==> src/rtl/hazard_pkg.sv <==
// rtl/hazard_pkg.sv - shared types and constants for the pipeline hazard controller
package hazard_pkg;

  typedef enum logic {
    MD_IDLE = 1'b0,
    MD_BUSY = 1'b1
  } md_state_t;

  localparam logic [4:0] ZERO_REG = 5'd0;

  // A source register matches a destination only if it is really read and is not $0.
  function automatic logic reg_match(input logic used, input logic [4:0] src,
                                     input logic [4:0] dst);
    return used && (src != ZERO_REG) && (src == dst);
  endfunction

endpackage

==> src/rtl/hazard_ctrl_md_busy_timer.sv <==
// rtl/hazard_ctrl_md_busy_timer.sv - mult/div busy window tracker
module md_busy_timer
  import hazard_pkg::*;
#(
  parameter int MD_LAT = 4
) (
  input  logic clk,
  input  logic reset,
  input  logic start,
  output logic busy
);

  localparam logic [3:0] LAT = 4'(MD_LAT);

  md_state_t  state, state_nxt;
  logic [3:0] md_cnt, md_cnt_nxt;

  // State and down-counter registers; reset abandons any running operation.
  always_ff @(posedge clk or posedge reset) begin
    if (reset) begin
      state  <= MD_IDLE;
      md_cnt <= 4'd0;
    end else begin
      state  <= state_nxt;
      md_cnt <= md_cnt_nxt;
    end
  end

  // Next state: a start always (re)loads the latency, otherwise count down to idle.
  always_comb begin
    state_nxt  = state;
    md_cnt_nxt = md_cnt;
    case (state)
      MD_IDLE: begin
        if (start) begin
          state_nxt  = MD_BUSY;
          md_cnt_nxt = LAT;
        end
      end
      MD_BUSY: begin
        if (start) begin
          md_cnt_nxt = LAT;
        end else if (md_cnt == 4'd1) begin
          state_nxt  = MD_IDLE;
          md_cnt_nxt = 4'd0;
        end else begin
          md_cnt_nxt = md_cnt - 4'd1;
        end
      end
      default: begin
        state_nxt  = MD_IDLE;
        md_cnt_nxt = 4'd0;
      end
    endcase
  end

  assign busy = (state == MD_BUSY);

endmodule

==> src/rtl/hazard_ctrl.sv <==
// rtl/hazard_ctrl.sv - load-use, branch-operand, mult/div and redirect hazard control
module hazard_ctrl
  import hazard_pkg::*;
#(
  parameter int MD_LAT = 4,
  parameter int CNT_W  = 16
) (
  input  logic             clk,
  input  logic             reset,
  input  logic [4:0]       IFID_rs,
  input  logic [4:0]       IFID_rt,
  input  logic             UseRsD,
  input  logic             UseRtD,
  input  logic             BranchD,
  input  logic             MdOpD,
  input  logic             TakenD,
  input  logic [4:0]       IDEX_WA,
  input  logic             RegWriteE,
  input  logic             MemReadE,
  input  logic             MdStartE,
  input  logic [4:0]       EXMEM_WA,
  input  logic             MemReadM,
  output logic             StallF,
  output logic             StallD,
  output logic             FlushD,
  output logic             FlushE,
  output logic             md_busy,
  output logic [CNT_W-1:0] stall_cnt
);

  logic rs_e, rt_e, rs_m, rt_m;
  logic lu_stall, br_stall, md_stall, stall;

  md_busy_timer #(.MD_LAT(MD_LAT)) u_md (
    .clk  (clk),
    .reset(reset),
    .start(MdStartE),
    .busy (md_busy)
  );

  // Operand matches against EX and MEM destinations, and the stall they cause.
  always_comb begin
    rs_e     = reg_match(UseRsD, IFID_rs, IDEX_WA);
    rt_e     = reg_match(UseRtD, IFID_rt, IDEX_WA);
    rs_m     = reg_match(UseRsD, IFID_rs, EXMEM_WA);
    rt_m     = reg_match(UseRtD, IFID_rt, EXMEM_WA);
    lu_stall = MemReadE && (rs_e || rt_e);
    br_stall = BranchD && ((RegWriteE && (rs_e || rt_e)) || (MemReadM && (rs_m || rt_m)));
    md_stall = MdOpD && md_busy;
    // Outputs stay quiet while reset is held, even if the inputs look hazardous.
    stall    = (lu_stall || br_stall || md_stall) && !reset;
  end

  assign StallF = stall;
  assign StallD = stall;
  assign FlushE = stall;
  // A stalled branch has not really resolved, so its redirect waits.
  assign FlushD = TakenD && !stall && !reset;

  // Saturating count of stalled cycles.
  always_ff @(posedge clk or posedge reset) begin
    if (reset) begin
      stall_cnt <= '0;
    end else if (stall && (stall_cnt != {CNT_W{1'b1}})) begin
      stall_cnt <= stall_cnt + 1'b1;
    end
  end

endmodule

==> config.mk <==
export PLATFORM = sky130hd
export DESIGN_NAME = hazard_ctrl
export DESIGN_NICKNAME = d
export VERILOG_FILES = /design/src/rtl/hazard_pkg.sv /design/src/rtl/hazard_ctrl_md_busy_timer.sv /design/src/rtl/hazard_ctrl.sv
export SDC_FILE = /design/constraint.sdc
export NUM_CORES = 1
export LEC_CHECK = 0
export ABC_AREA = 1
export CELL_PAD_IN_SITES_DETAIL_PLACEMENT = 0
export CELL_PAD_IN_SITES_GLOBAL_PLACEMENT = 1
export CORE_UTILIZATION = 33
export DETAILED_ROUTE_END_ITERATION = 8
export PLACE_DENSITY_LB_ADDON = 0.2
export SKIP_CTS_REPAIR_TIMING = 1
export SYNTH_ARGS = -nofsm -noshare
export SYNTH_HDL_FRONTEND = slang
export SYNTH_SLANG_ARGS = --single-unit
==> constraint.sdc <==
create_clock -name clk -period 1.9 [get_ports clk]
set_input_delay 0.38 -clock clk [delete_from_list [all_inputs] [get_ports clk]]
set_output_delay 0.38 -clock clk [all_outputs]
set_load 0.005 [all_outputs]
# Word level (Yosys, flattened, before mapping)
# Index checks and enable logic that the tools add are counted.
[classes]
add_sub_neg = 2
n_eq_ne = 7
n_mux = 8
n_bitwise = 1
reduce_logical = 24
[ops]
columns = ["cell", "n"]
rows = [
  ["$eq A5 B5 Y1", 4],
  ["$add A16 B1 Y16 const B", 1],
  ["$ne A16 B16 Y1 const B", 1],
  ["$logic_and A1 B1 Y1", 15],
  ["$mux W4", 3],
  ["$reduce_bool A5 Y1", 2],
  ["$pmux W4 S2", 1],
  ["$logic_or A1 B1 Y1", 5],
  ["$eq A4 B1 Y1 const B", 1],
  ["$sub A4 B1 Y4 const B", 1],
  ["$mux W1", 3],
  ["$logic_not A1 Y1", 2],
  ["$ne A2 B2 Y1 const B", 1],
  ["$pmux W1 S2", 1],
  ["$not A1 Y1", 1],
]
[word_totals]
reg_bits = 21
inputBits = 31
output_inout_bits = 21

# Depth between registers and ports, before layout
# Gate-level depths: netlist (run 1).
[depth]
word_depth = 13
mapped_depth = 13
depth_no_buf = 12

# By module
# A second synthesis (run 1) with hierarchy kept.
[unflattened]
cells_unflattened = 235
area_unflattened_um2 = 1726.7
[modules_own_cells]
columns = ["module", "instances", "cells_per_inst", "area_per_inst_um2", "seq_area_each_um2"]
rows = [
  ["hazard_ctrl", 1, 202, 1452.6, 400.4],
  ["md_busy_timer", 1, 33, 274.0, 125.1],
]

# Worst setup path before layout (run 1)
# Ideal clock, no wire load.
[synth_timing]
path_kind = "input to output"
from = "in IDEX_WA[3]"
to = "out StallD"
t_arrival_ns = 1.373
path_slack_ns = 0.147
stages = 11
path_cell_list = "xnor2_1 nand2_1 nor2_1 nand2_1 nand2_1 nand2_1 nand3_2 buf_2 nand2_1 inv_1 buf_4"
[synth_between]
elab_chain_len = 9
[synth_rtl]
columns = ["item", "line_no", "rtl"]
rows = [
  ["start, declared", "hazard_ctrl.sv:17", "input logic [4:0] IDEX_WA,"],
  ["$eq A5 B5 Y1", "hazard_pkg.sv:14", "return used && (src != ZERO_REG) && (src == dst);"],
  ["$logic_and A1 B1 Y1", "hazard_pkg.sv:14", ""],
  ["$logic_or A1 B1 Y1 *", "hazard_ctrl.sv:47, hazard_ctrl.sv:48", ""],
  ["$logic_and A1 B1 Y1", "hazard_ctrl.sv:48", "br_stall = BranchD && ((RegWriteE && (rs_e || rt_e)) || (MemReadM && (rs_m || rt_m)));"],
  ["$logic_or A1 B1 Y1", "hazard_ctrl.sv:48", ""],
  ["$logic_and A1 B1 Y1", "hazard_ctrl.sv:48", ""],
  ["$logic_or A1 B1 Y1 * (2 in series)", "hazard_ctrl.sv:51", "stall = (lu_stall || br_stall || md_stall) && !reset;"],
  ["$logic_and A1 B1 Y1 *", "hazard_ctrl.sv:51", ""],
  ["end, declared", "hazard_ctrl.sv:24", "output logic StallD,"],
]
# Mark *: on every way between the ends. The rest lies on a longest branch, timed or not.

# Final worst setup path (run 1)
[layout_timing]
from = "in BranchD"
to = "out FlushE"
[layout_between]
elab_chain_len = 4
[layout_rtl]
columns = ["item", "line_no", "rtl"]
rows = [
  ["start, declared", "hazard_ctrl.sv:14", "input logic BranchD,"],
  ["$logic_and A1 B1 Y1", "hazard_ctrl.sv:48", ""],
  ["$logic_or A1 B1 Y1 (2 in series)", "hazard_ctrl.sv:51", ""],
  ["$logic_and A1 B1 Y1", "hazard_ctrl.sv:51", ""],
  ["end, declared", "hazard_ctrl.sv:26", "output logic FlushE,"],
]
# Every way passes these cells.

==> flow_summary_export.csv, run 1 <==
group,metric,value,unit
route,vias,1606,
final_layout,multi_input_comb_area,1050,um^2
synth,async_flop_share,1.00,
synth,synth_area_leader_cell,"dfrtp_1",
setup_path,crit_chain,"clkdlybuf4s50_1, a21o_1, nand2_1, nand3_2, nand2_2, inv_2, buf_6",
sta,max_slew_margin,0.668,
power,power_density,629,nW/um^2
cts,clkLatencyLatePin,0.27,ns
synth,synth_top_area_frac,0.314,
synth,synth_commonest_cells,"nand2_1 (64), inv_1 (28), dfrtp_1 (21), nor2_1 (21), xor2_1 (18)",
power,p_sw,0.526,mW
sta,period_share,0.943,
placed_design,pre_cts_ws,-0.668,ns
setup_path,path_depth,7,
cts,clk_pin_slew,0.08,ns
placed_design,gp_congestion,0.796,
power,p_leak,1.23,nW
cts,cts_buffers,3,
die,initial_core_util,0.348,
flow_run,maxCapViolCount,0,
die,die_x,73.3,um
synth,seq_area_frac_synth,0.314,
placed_design,detailed_place_hpwl,3.14,mm
sta,finClkSkew,0.00564,ns
power,ir_drop,0.000227,V
global_route,grt_overflow,0,
final_layout,final_util,0.491,
setup_path,ff2ff_setup_slack,0.16,ns
power,pwr-share-comb,0.399,
sta,drv_slew,0,
synth,syn_area_per_cell,7.28,um^2
synth,netlist_area,1680,um^2
route,viasPerCell,4.55,
setup_path,critPathMaxStageDelay,0.42,ns
power,p_clk_frac,0.205,
route,route.detailed.drc,0,
setup_path,end_kind,"output port",
global_route,grt_usage,0.168,
sta,fmax,558,MHz
global_route,grt_max_degree,30,
sta,tightest_slew,0.495,ns
hold_path,hold_class,"in -> async",
die,dieArea,5370,um^2
setup_path,critPathSlowestCell,"clkdlybuf4s50_1",
die,die_h,73.3,um
setup_path,crit_family,"buffers and inverters",
route,ant_nets,0,
synth,synth_edf_count,0,
synth,yosysMostFrequentCell,"nand2_1",
power,p_seq_frac,0.395,
placed_design,portBuffers,51,
synth,synth.area.top_cells,"dfrtp_1 (31%), nand2_1 (14%), xor2_1 (9.4%), nand4_1 (6.3%), inv_1 (6.3%)",
cts,cts_tree,"yes",
setup_path,crit_path_start_kind,"input port",
cts,h-tree-depth,1,
power,p_int,0.962,mW
synth,synthCells,230,
synth,synth_nets,264,
route,routedWlPerCell,11.7,um
power,switching_share,0.353,
synth,ys_ff_latch,21,
run_status,status,"complete, no violations",
setup_path,path_class,"in -> out",
setup_path,critPathBufInv,3,
cts,cts-root-buf,"clkbuf_8",
synth,synth_cell_types,29,
synth,ys.flop_type,"dfrtp_1",
die,ioPinCount,52,
route,routed_wl,4.13,mm
global_route,first_global_vias,1558,
setup_path,reg2reg_from,"stall_cnt[1]",
global_route,antenna_found_initial,0,
final_layout,n_fill_cell,500,
sta,layout_setup_ws,0.109,ns
setup_path,worstSetupStartpoint,"BranchD",
setup_path,r2r_cells,9,
sta,setup_viol_count_final,0,
route,first_pass_iters,6,
die,core,4820,um^2
final_layout,finalNetCount,321,
global_route,grt_pass1_wl,7.10,mm
final_layout,synthToLayoutAreaGrowth,41.2,%
cts,cts_sinks,21,
sta,fin_crit,1.79,ns
setup_path,cp_max_fo,3,
final_layout,drive_above_1_share,0.182,
setup_path,required,1.52,ns
sta,rsz0062_at_grt,"true",
final_layout,seqCellArea,526,um^2
cts,cts_max_path_buffers,2,
sta,hold_violations,0,
final_layout,diodes,0,
die,rows,25,
setup_path,arrival,1.41,ns
setup_path,endpoint,"FlushE",
synth,yosys_warnings,0,
route,drt_iter0_markers,104,
setup_path,reg2reg_to,"stall_cnt[14]",
power groups by stage:
stage	registers, mW	logic, mW	clock network (mW)
2_1_floorplan	0.601	0.339	0
3_3_place_gp	0.597	0.601	0
3_5_place_dp	0.599	0.601	0
4_1_cts	0.591	0.604	0.324
5_1_grt	0.601	0.676	0.341
6_report	0.588	0.594	0.305
through the flow:
stage	power [mW]	cells	hold slack [ns]	cell area, um^2	setup TNS (ns)
final	1.49	353	0.494	2370	0
after global routing	1.62	353	0.536	2370	-0.0820
after CTS	1.52	353	0.478	2330	-5.04
after detailed placement	1.20	349	0.493	2280	-9.51
after global placement	1.20	349	0.487	2280	-9.08
after floorplan	0.941	230	0.452	1680	0
placed cells by master, fill, tap and decap left out, types with 2 or more instances in the layout:
cell / instances
inv_1: 25
xor2_1: 18
clkbuf_8: 3
dfrtp_1: 21
buf_4: 9
xnor2_1: 10
o21ai_0: 2
dlymetal6s2s_1: 13
clkdlybuf4s50_1: 25
nor2_2: 5
nand2_1: 62
nor2_1: 16
nand4_1: 17
nand2_2: 3
nor3_4: 2
ha_1: 3
xnor2_2: 2
clkbuf_2: 12
nor3_1: 4
nand3_2: 4
nand3_1: 12
inv_2: 4
nand3b_1: 2
registers in the layout, indices dropped and copies added, names as in the netlist:
register	flops
stall_cnt	16
u_md.md_cnt	4
u_md.busy	1
area by class of cell:
type                    count  area share
multi-input cells         171       0.442
repair buffers             60       0.233
flip-flops and latches     21       0.222
inverters                  30      0.0476
well taps                  67      0.0354
clock buffers               3      0.0175
clock inverters             1     0.00212
worst register-to-register path, delay by kind of cell (launching register included):
family | cells | cell delay (ns)
xor gates and xnor gates | 1 | 0.17
buffers and inverters | 2 | 0.23
and+or+nand+nor | 5 | 0.66
DFF | 1 | 0.40
adders and majority gates | 1 | 0.21
routing by layer:
metal  vias to the layer above  global-route usage  part of all wire
li1                        847                   -                 -
met5                         -                   0                 0
met3                         4              0.0302             0.036
met2                        38               0.267              0.47
met4                         0              0.0327            0.0070
met1                       717               0.239              0.48
worst min-delay path by stage:
stage,end,cells past startpoint,slack (ns)
after floorplan,u_md.md_cnt[1],1,0.45
after global placement,stall_cnt[15],2,0.49
after detailed placement,stall_cnt[15],2,0.49
after CTS,stall_cnt[12],3,0.48
after global routing,stall_cnt[12],3,0.54
final,stall_cnt[15],3,0.49
logic make-up (layout without fill, tap and decap cells):
family / count (synthesis) / in the layout / share of synthesized area
flops: 21 / 21 / 0.314
simple gates: 133 / 133 / 0.386
fa+ha+maj: 3 / 3 / 0.0224
buf+inv: 38 / 94 / 0.101
compound gates: 5 / 5 / 0.0202
xor+xnor: 30 / 30 / 0.157
Power figures use the tool's default switching activity.
==> run 2, diff against run 1 <==
--- a/config.mk
+++ b/config.mk
@@ -11,7 +11,6 @@
 export CORE_UTILIZATION = 33
 export DETAILED_ROUTE_END_ITERATION = 8
 export PLACE_DENSITY_LB_ADDON = 0.2
-export SKIP_CTS_REPAIR_TIMING = 1
 export SYNTH_ARGS = -nofsm -noshare
 export SYNTH_HDL_FRONTEND = slang
 export SYNTH_SLANG_ARGS = --single-unit
==> flow_summary_export.csv, run 2 (synthesis gave the netlist of run 1 again) <==
group,metric,value,unit
run_status,status,"complete, no violations",
power,power_density,646,nW/um^2
final_layout,largest_reg_flops,16,
flow_run,maxCapViolCount,0,
global_route,grtUsageMet3,0.0302,
route,drt_iter0_markers,92,
sta,setup_viol_count_final,0,
global_route,antenna_found_initial,0,
setup_path,ff2ff_setup_slack,0.20,ns
final_layout,final_common_cell,"nand2_1",
setup_path,end_kind,"output port",
cts,cts_sinks,21,
die,initial_core_util,0.348,
global_route,grt_pass1_wl,7.04,mm
placed_design,dp.cells,349,
die,rows,25,
cts,clkLatencyLatePin,0.27,ns
placed_design,portBuffers,51,
die,dieArea,5370,um^2
cts,cts_buffers,3,
power,p_leak,1.13,nW
final_layout,finalNetCount,321,
final_layout,drive_above_1_share,0.210,
sta,drv_slew,0,
sta,hold_ws,0.493,ns
route,routedWlPerCell,11.6,um
cts,cts_max_path_buffers,2,
setup_path,cp_max_fo,3,
placed_design,gp_congestion,0.796,
setup_path,path_class,"in -> out",
route,routed_wl,4.11,mm
die,core,4820,um^2
global_route,grt_max_degree,30,
final_layout,synthToLayoutAreaGrowth,37.6,%
setup_path,crit_path_start_kind,"input port",
cts,ctsHoldBuffers,0,
cts,clk_pin_slew,0.08,ns
sta,fin_crit,1.81,ns
sta,period_share,0.954,
final_layout,final_cell_mix,"nand2_1 (62), inv_1 (26), clkdlybuf4s50_1 (25)",
route,viasPerCell,4.54,
route,route.detailed.drc,0,
cts,cts-root-buf,"clkbuf_8",
route,ant_nets,0,
global_route,busiest_layer,"met2",
final_layout,regMostFlops,"stall_cnt",
route,vias,1604,
sta,hold_violations,0,
setup_path,arrival,1.43,ns
global_route,grtUsageMet1,0.239,
sta,finClkSkew,0.00481,ns
sta,tightest_slew,0.369,ns
die,ioPinCount,52,
cts,cts_tree,"yes",
final_layout,diodes,0,
cts,h-tree-depth,1,
global_route,use_met2,0.263,
final_layout,fin_cells,353,
hold_path,hold_class,"in -> async",
setup_path,required,1.52,ns
global_route,grt_overflow,0,
power,ir_drop,0.000227,V
final_layout,n_fill_cell,513,
sta,fmax,552,MHz
die,die_h,73.3,um
placed_design,detailed_place_hpwl,3.14,mm
sta,max_slew_margin,0.752,
sta,rsz0062_at_grt,"true",
global_route,grt_usage,0.167,
route,first_pass_iters,7,
global_route,first_global_vias,1543,
die,die_x,73.3,um
[run 2: cell types whose count changed in the layout (fill, tap and decap cells not counted), sizes merged]
cell / previous run / this run
buf: 10 / 22
clkbuf: 15 / 12
clkdlybuf4s15: 0 / 2
dlymetal6s2s: 13 / 2
[run 2: layout make-up]
class	count	area (um^2)	area share
Inverter	30	115	0.0499
Clock buffer	3	41.3	0.0179
Clock inverter	1	5.00	0.00217
Multi-Input combinational cell	171	1040	0.452
Tap cell	67	83.8	0.0364
Sequential cell	21	526	0.228
Timing Repair Buffer	60	492	0.213
[run 2: stage by stage]
stage           util  total power, mW  setup TNS, ns  instance area (um^2)  worst slack (ns)
2_1_floorplan      -            0.941              0                  1680             0.147
3_3_place_gp   0.474             1.20          -9.08                  2280            -0.637
3_5_place_dp   0.474             1.20          -9.51                  2280            -0.668
4_1_cts        0.476             1.50       -0.00184                  2290          -0.00184
5_1_grt        0.478             1.62        -0.0783                  2300           -0.0240
6_report       0.478             1.49              0                  2300            0.0871
[run 2: worst paths after layout]
path / from / endpoint / cells past startpoint
setup / recovery: BranchD / StallF / 7
min in group clk: stall_cnt[15] / stall_cnt[15] / 2
hold / removal: reset / stall_cnt[15] / 3
hold reg to reg: stall_cnt[15] / stall_cnt[15] / 2
setup reg to reg: stall_cnt[1] / stall_cnt[14] / 9
max in group asynchronous: reset / stall_cnt[6] / 3
[run 2: power by group]
group | switching, mW | internal, mW | leakage (nW)
combinational | 0.303 | 0.292 | 0.825
sequential | 0.0654 | 0.523 | 0.277
clock | 0.160 | 0.147 | 0.0255
[run 2: critical path: stages]
cell and delay (ns):
clkdlybuf4s50_1 0.42, a21o_1 0.19, nand2_1 0.07, nand3_2 0.12, nand2_2 0.10, inv_4 0.05
buf_6 0.10
[run 2: layer usage]
| metal | wire [um] | up-vias |
|---|---|---|
| met5 | 0 | - |
| li1 | - | 845 |
| met3 | 130 | 4 |
| met4 | 29 | 0 |
| met2 | 1960 | 38 |
| met1 | 1990 | 717 |
[run 2: what timing repair did]
action                                 in CTS  in global routing
pin swaps                                  10                 26
cloned                                      0                  0
setup buffers                               0                  0
setup endpoints to repair                  15                 16
resized for setup                          57                 47
endpoints found under the hold margin       0                  0
==> run 3, diff against run 2 <==
--- a/config.mk
+++ b/config.mk
@@ -11,6 +11,7 @@
 export CORE_UTILIZATION = 33
 export DETAILED_ROUTE_END_ITERATION = 8
 export PLACE_DENSITY_LB_ADDON = 0.2
+export SLEW_MARGIN = 20
 export SYNTH_ARGS = -nofsm -noshare
 export SYNTH_HDL_FRONTEND = slang
 export SYNTH_SLANG_ARGS = --single-unit
==> results of run 3 <==
Same layout as run 2: the final DEF is identical, and so are final timing and power.
==> patch 1 (flow settings as in run 3) <==
Set the package constant `ZERO_REG` to 5'd1 (it was 5'd0).
--- a/src/rtl/hazard_pkg.sv
+++ b/src/rtl/hazard_pkg.sv
@@ -7,5 +7,5 @@
   } md_state_t;
 
-  localparam logic [4:0] ZERO_REG = 5'd0;
+  localparam logic [4:0] ZERO_REG = 5'd1;
 
   // A source register matches a destination only if it is really read and is not $0.
Behaviour: not the same (a bounded check fails within 4 cycles, from zero or initial values and one cycle with reset high).
==> patch 1 against run 3 <==
- synthesized cell count decreased by 0.87%
- highest routed layer unchanged
- global-route usage fell by 1.5 points
- die area is the same
- sequential cell count unchanged
- critical path type unchanged
- synthesized area did not move
- design area decreased by 1.6%
- power down 0.89%
- sequential share of layout area up 0.36 points
- worst setup slack gained 2.9 ps
- wire length down 0.66%
- core utilization shrank 0.75 points
- clock skew shrank 3.1 ps
==> patch 1: results (changes against run 3) <==
- Hold_ws: 454 ps (was 493 ps)
- PostCTS Resize Cnt: 57 (unchanged)
- Syn_nets: 262 (was 264)
- Clock Path Buffers: 2 (unchanged)
- Hold WC Path Type: input pin to async pin (unchanged)
- Vias in the first global route: 1,436 (was 1,543)
- Synth unique cells: 27 (was 29)
- Post-DP HPWL: 3050 µm (was 3140 µm)
- Post-place instance area: 2260 µm² (was 2280 µm²)
- Most used DFF post-synth: dfrtp_1 (unchanged)
- Reg2reg end: stall_cnt[9]$_DFFE_PP0P_ (was stall_cnt[14]$_DFFE_PP0P_)
- Post-synthesis mux area share: 0 (unchanged)
- DR WL met3: 172 µm (was 130 µm)
- Tmin final: 1810 ps (about the same)
- Peak VDD IR: 0.355 mV (was 0.227 mV)
- GR Util met2: 0.238 (was 0.263)
- Synth top cells by count: nand2_1, inv_1, dfrtp_1, nor2_1, xor2_1 (unchanged)
- Top Layer Used: met4 (unchanged)
- PortBufs: 51 (unchanged)
- FF-to-FF path depth: 8 (was 9)
- Worst setup startpoint: EXMEM_WA[4] (was BranchD)
- Met1 Use GR: 0.217 (was 0.239)
- Met2 Routed Length: 1810 µm (was 1960 µm)
- R2r setup slk: 230 ps (was 200 ps)
- M3 GR Usage: 0.0233 (was 0.0302)
- Vias: 1,591 (was 1,604)
- Layout cells sized above 1: 0.188 (was 0.210)
- Worst slew pin tran: 476 ps (was 369 ps)
- DRT Pass-1 Iters: 4 (was 7)
- Sequential element share of the synthesized area: 0.314 (unchanged)
- Worst Setup EP: StallD (was StallF)
- Yosys warning count: 0 (unchanged)
- Insertion delay to the later sink of the worst-skew pair: ~260 ps
- Reg2Reg Launch Point: stall_cnt[1]$_DFFE_PP0P_ (unchanged)
- Layout Nets: 317 (was 321)
- Adder-cell share of the synthesized area: 0.0224 (unchanged)
- Placed instance count: 345 (was 349)
- Setup Slack @ Placement: -668 ps (about the same)
- Status: complete, no violations (unchanged)
- Metal1 wirelength: 2060 µm (was 1990 µm)
- Static leakage: 1.13 nW (about the same)
- Total GRT Usage: 0.153 (was 0.167)
- Synth top area cells: dfrtp_1, nand2_1, xor2_1 (unchanged)
- DRT Wirelength: 4080 µm (was 4110 µm)
- Worst EP arrival: 1430 ps (about the same)
- Post-Synth XOR/XNOR Area: 0.167 (was 0.157)
- Setup Skew: 1.69 ps (was 4.81 ps)
- Largest net degree at the start of global routing: 41 (was 30)
- Post-synthesis instance total: 228 (was 230)
- RePlAce Congestion: 0.804 (was 0.796)
- DRT iter0 DRCs: 62 (was 92)
- First-pass GRT wire length: 6400 µm (was 7040 µm)
- Non-Filler Instances: 349 (was 353)
[patch 1: cell families after synthesis]
kind of cell    after synthesis
xor+xnor                     32
compound gates                5
buf+inv                      35
simple gates                132
fa+ha+maj                     3
flops                        21
[patch 1: power breakdown]
group / switching, mW / internal [mW]
registers: 0.0729 / 0.523
clock network: 0.161 / 0.147
logic: 0.277 / 0.297
[patch 1: worst max-delay path: stages]
cell	delay, ps
dlygate4sd2_1	260
xor2_1	150
nor2_1	100
nand3_1	90
nand2_1	70
nand2_2	70
nand3_4	80
nand2_2	50
inv_2	80
buf_6	100
[patch 1: cell type report]
| type | instances | area, µm² |
|---|---|---|
| clock buffers | 3 | 41.3 |
| clock inverters | 1 | 5.00 |
| fillers | 515 | 2550 |
| inverters | 27 | 101 |
| multi-input cells | 172 | 1030 |
| flip-flops and latches | 21 | 526 |
| well taps | 67 | 83.8 |
| repair buffers | 58 | 482 |
==> patch 2 (settings of run 3) <==
Made on the original files. Make the reset (`reset`) synchronous in 2 clocked blocks.
--- a/src/rtl/hazard_ctrl_md_busy_timer.sv
+++ b/src/rtl/hazard_ctrl_md_busy_timer.sv
@@ -17,5 +17,5 @@
 
   // State and down-counter registers; reset abandons any running operation.
-  always_ff @(posedge clk or posedge reset) begin
+  always_ff @(posedge clk) begin
     if (reset) begin
       state  <= MD_IDLE;
--- a/src/rtl/hazard_ctrl.sv
+++ b/src/rtl/hazard_ctrl.sv
@@ -59,5 +59,5 @@
 
   // Saturating count of stalled cycles.
-  always_ff @(posedge clk or posedge reset) begin
+  always_ff @(posedge clk) begin
     if (reset) begin
       stall_cnt <= '0;
Function: differs if reset is asserted again (counterexample within 4 cycles, from zero or initial values and one cycle with reset high); with reset held inactive, the same outputs for 10 cycles.
==> patch 2 against run 3 <==
- the run now ends with design-rule violations left
- sequential cell count did not move
- design area fell by 0.65%
- highest routed layer unchanged
- synthesized area fell by 3.2%
- worst setup slack got worse by 46 ps
- critical path type unchanged
- wire length fell by 3.2%
- sequential share of layout area fell by 4.4 points
- via count rose by 1.2%
- critical path depth did not move
Power is not compared: it rests on default switching activity, and its combinational part moved more than twofold at a synthesized area within 25%.
==> patch 2: results (changes against run 3) <==
- Status: complete, but fails checks (was complete, no violations)
- Failing checks: design-rule violations
- CTS Buf Count: 3 (unchanged)
- Layout Nets: 348 (was 321)
- Total GRT Usage: 0.156 (was 0.167)
- DRT iter0 DRCs: 54 (was 92)
- Peak VDD IR: 0.270 mV
- Synth top area cells: dfxtp_1, nand2_1, nor2_1 (was dfrtp_1, nand2_1, xor2_1)
- Most used DFF post-synth: dfxtp_1 (was dfrtp_1)
- NetSw: 0.316 mW
- Sequential element share of the synthesized area: 0.259 (was 0.314)
- Post-place instance area: 2240 µm² (was 2280 µm²)
- Post-synthesis area per instance: 6.46 µm² (was 7.28 µm²)
- Vias in the first global route: 1,524 (was 1,543)
- Initial antenna violation count: 0 (unchanged)
- Hold WC Path Type: register to register (was input pin to async pin)
- Non-Filler Instances: 380 (was 353)
- Most flop-heavy register: stall_cnt (unchanged)
- Synth top cells by count: nand2_1, nor2_1, inv_1, dfxtp_1, xor2_1 (was nand2_1, inv_1, dfrtp_1, nor2_1, xor2_1)
- Worst rel slew slack: 0.727 (was 0.752)
- RePlAce Congestion: 0.809 (was 0.796)
- First-pass GRT wire length: 6580 µm (was 7040 µm)
- Layout cells sized above 1: 0.246 (was 0.210)
- Setup Skew: 5.38 ps (was 4.81 ps)
- DRT Wirelength: 3980 µm (was 4110 µm)
- Clock Path Buffers: 2 (unchanged)
- Yosys warning count: 0 (unchanged)
- Syn_nets: 285 (was 264)
- Final routed DRC violation total: 2 (was 0)
- Placed instance count: 372 (was 349)
- Insertion delay to the later sink of the worst-skew pair: 260 ps
- Synth unique cells: 31 (was 29)
- Post-DP HPWL: 3140 µm (about the same)
- PortBufs: 51 (unchanged)
- Static leakage: between 1 and 1.5 nW
- Max FO, Critical Path: 2 (was 3)
- Async set or reset register ratio after synthesis: 0 (was 1.00)
- Clk root buf: clkbuf_8 (unchanged)
- DRT Pass-1 Iters: 6 (was 7)
- Worst EP arrival: 1480 ps (was 1430 ps)
- Largest net degree at the start of global routing: 19 (was 30)
- Worst-path clk slew: around 90 ps
- Vias: 1,623 (was 1,604)
- Setup Slack @ Placement: -678 ps (was -668 ps)
[patch 2: cell types whose count changed in the layout (fill, tap and decap cells not counted), sizes merged, moves of 7 or more]
cell,delta
buf,+7
nand4,-8
nor2,+20
nand2,-7
inv,+7
dfrtp,-21
dfxtp,+21
o21ai,+7
[patch 2: logic make-up after synthesis]
family | count (synthesis) | synth area share
AO/OA/AOI/OAI | 18 | 0.0594
XOR/XNOR | 25 | 0.135
adder cells (fa/ha/maj) | 3 | 0.0232
buffers and inverters | 50 | 0.130
flip-flops | 21 | 0.259
AND/OR/NAND/NOR | 134 | 0.394
[patch 2: worst max-delay path: stages]
cell and delay [ps]:
clkdlybuf4s50_1 420, a21o_1 170, nand2_1 70, nand3_2 100, buf_6 130, nor2_4 90, buf_2 110
[patch 2: final timing paths]
check                              start                          end  slack (ps)  cells past startpoint
max                              BranchD                       FlushD          40                      7
min          u_md.md_cnt[1]$_SDFFE_PP0P_  u_md.md_cnt[1]$_SDFFE_PP0P_         500                      2
max reg2reg    stall_cnt[0]$_SDFFE_PP0P_    stall_cnt[7]$_SDFFE_PP0P_         240                     13
min reg2reg  u_md.md_cnt[1]$_SDFFE_PP0P_  u_md.md_cnt[1]$_SDFFE_PP0P_         500                      2
[patch 2: power by group through the flow]
stage	sequential, mW	clock (mW)	combinational (mW)
after floorplan	0.487	0	0.140
after detailed placement	0.483	0	0.292
final	0.473	0.304	0.292
after CTS	0.473	0.325	0.286
after global placement	0.484	0	0.293
after global routing	0.476	0.343	0.326
[patch 2: per-layer routing]
layer	track usage	up-vias	share of wire
li1	-	899	-
met1	0.210	695	0.51
met2	0.269	27	0.46
met3	0.0278	2	0.025
met4	0.0196	0	0.0048
met5	0	-	0
[patch 2: cell type report]
type                       instances  area [µm²]
sequential                        21         420
tap                               67        83.8
timing repair buffer              65         518
clock buffer                       3        41.3
inverter                          43         163
fill                             513        2430
multi-input combinational        180        1060
clock inverter                     1        5.00
[patch 2: what timing repair did]
action,in CTS,in global routing
setup buffers,2,2
gates cloned,0,0
gates resized for setup,72,42
pin swaps,14,27
setup endpoints to repair,6,12
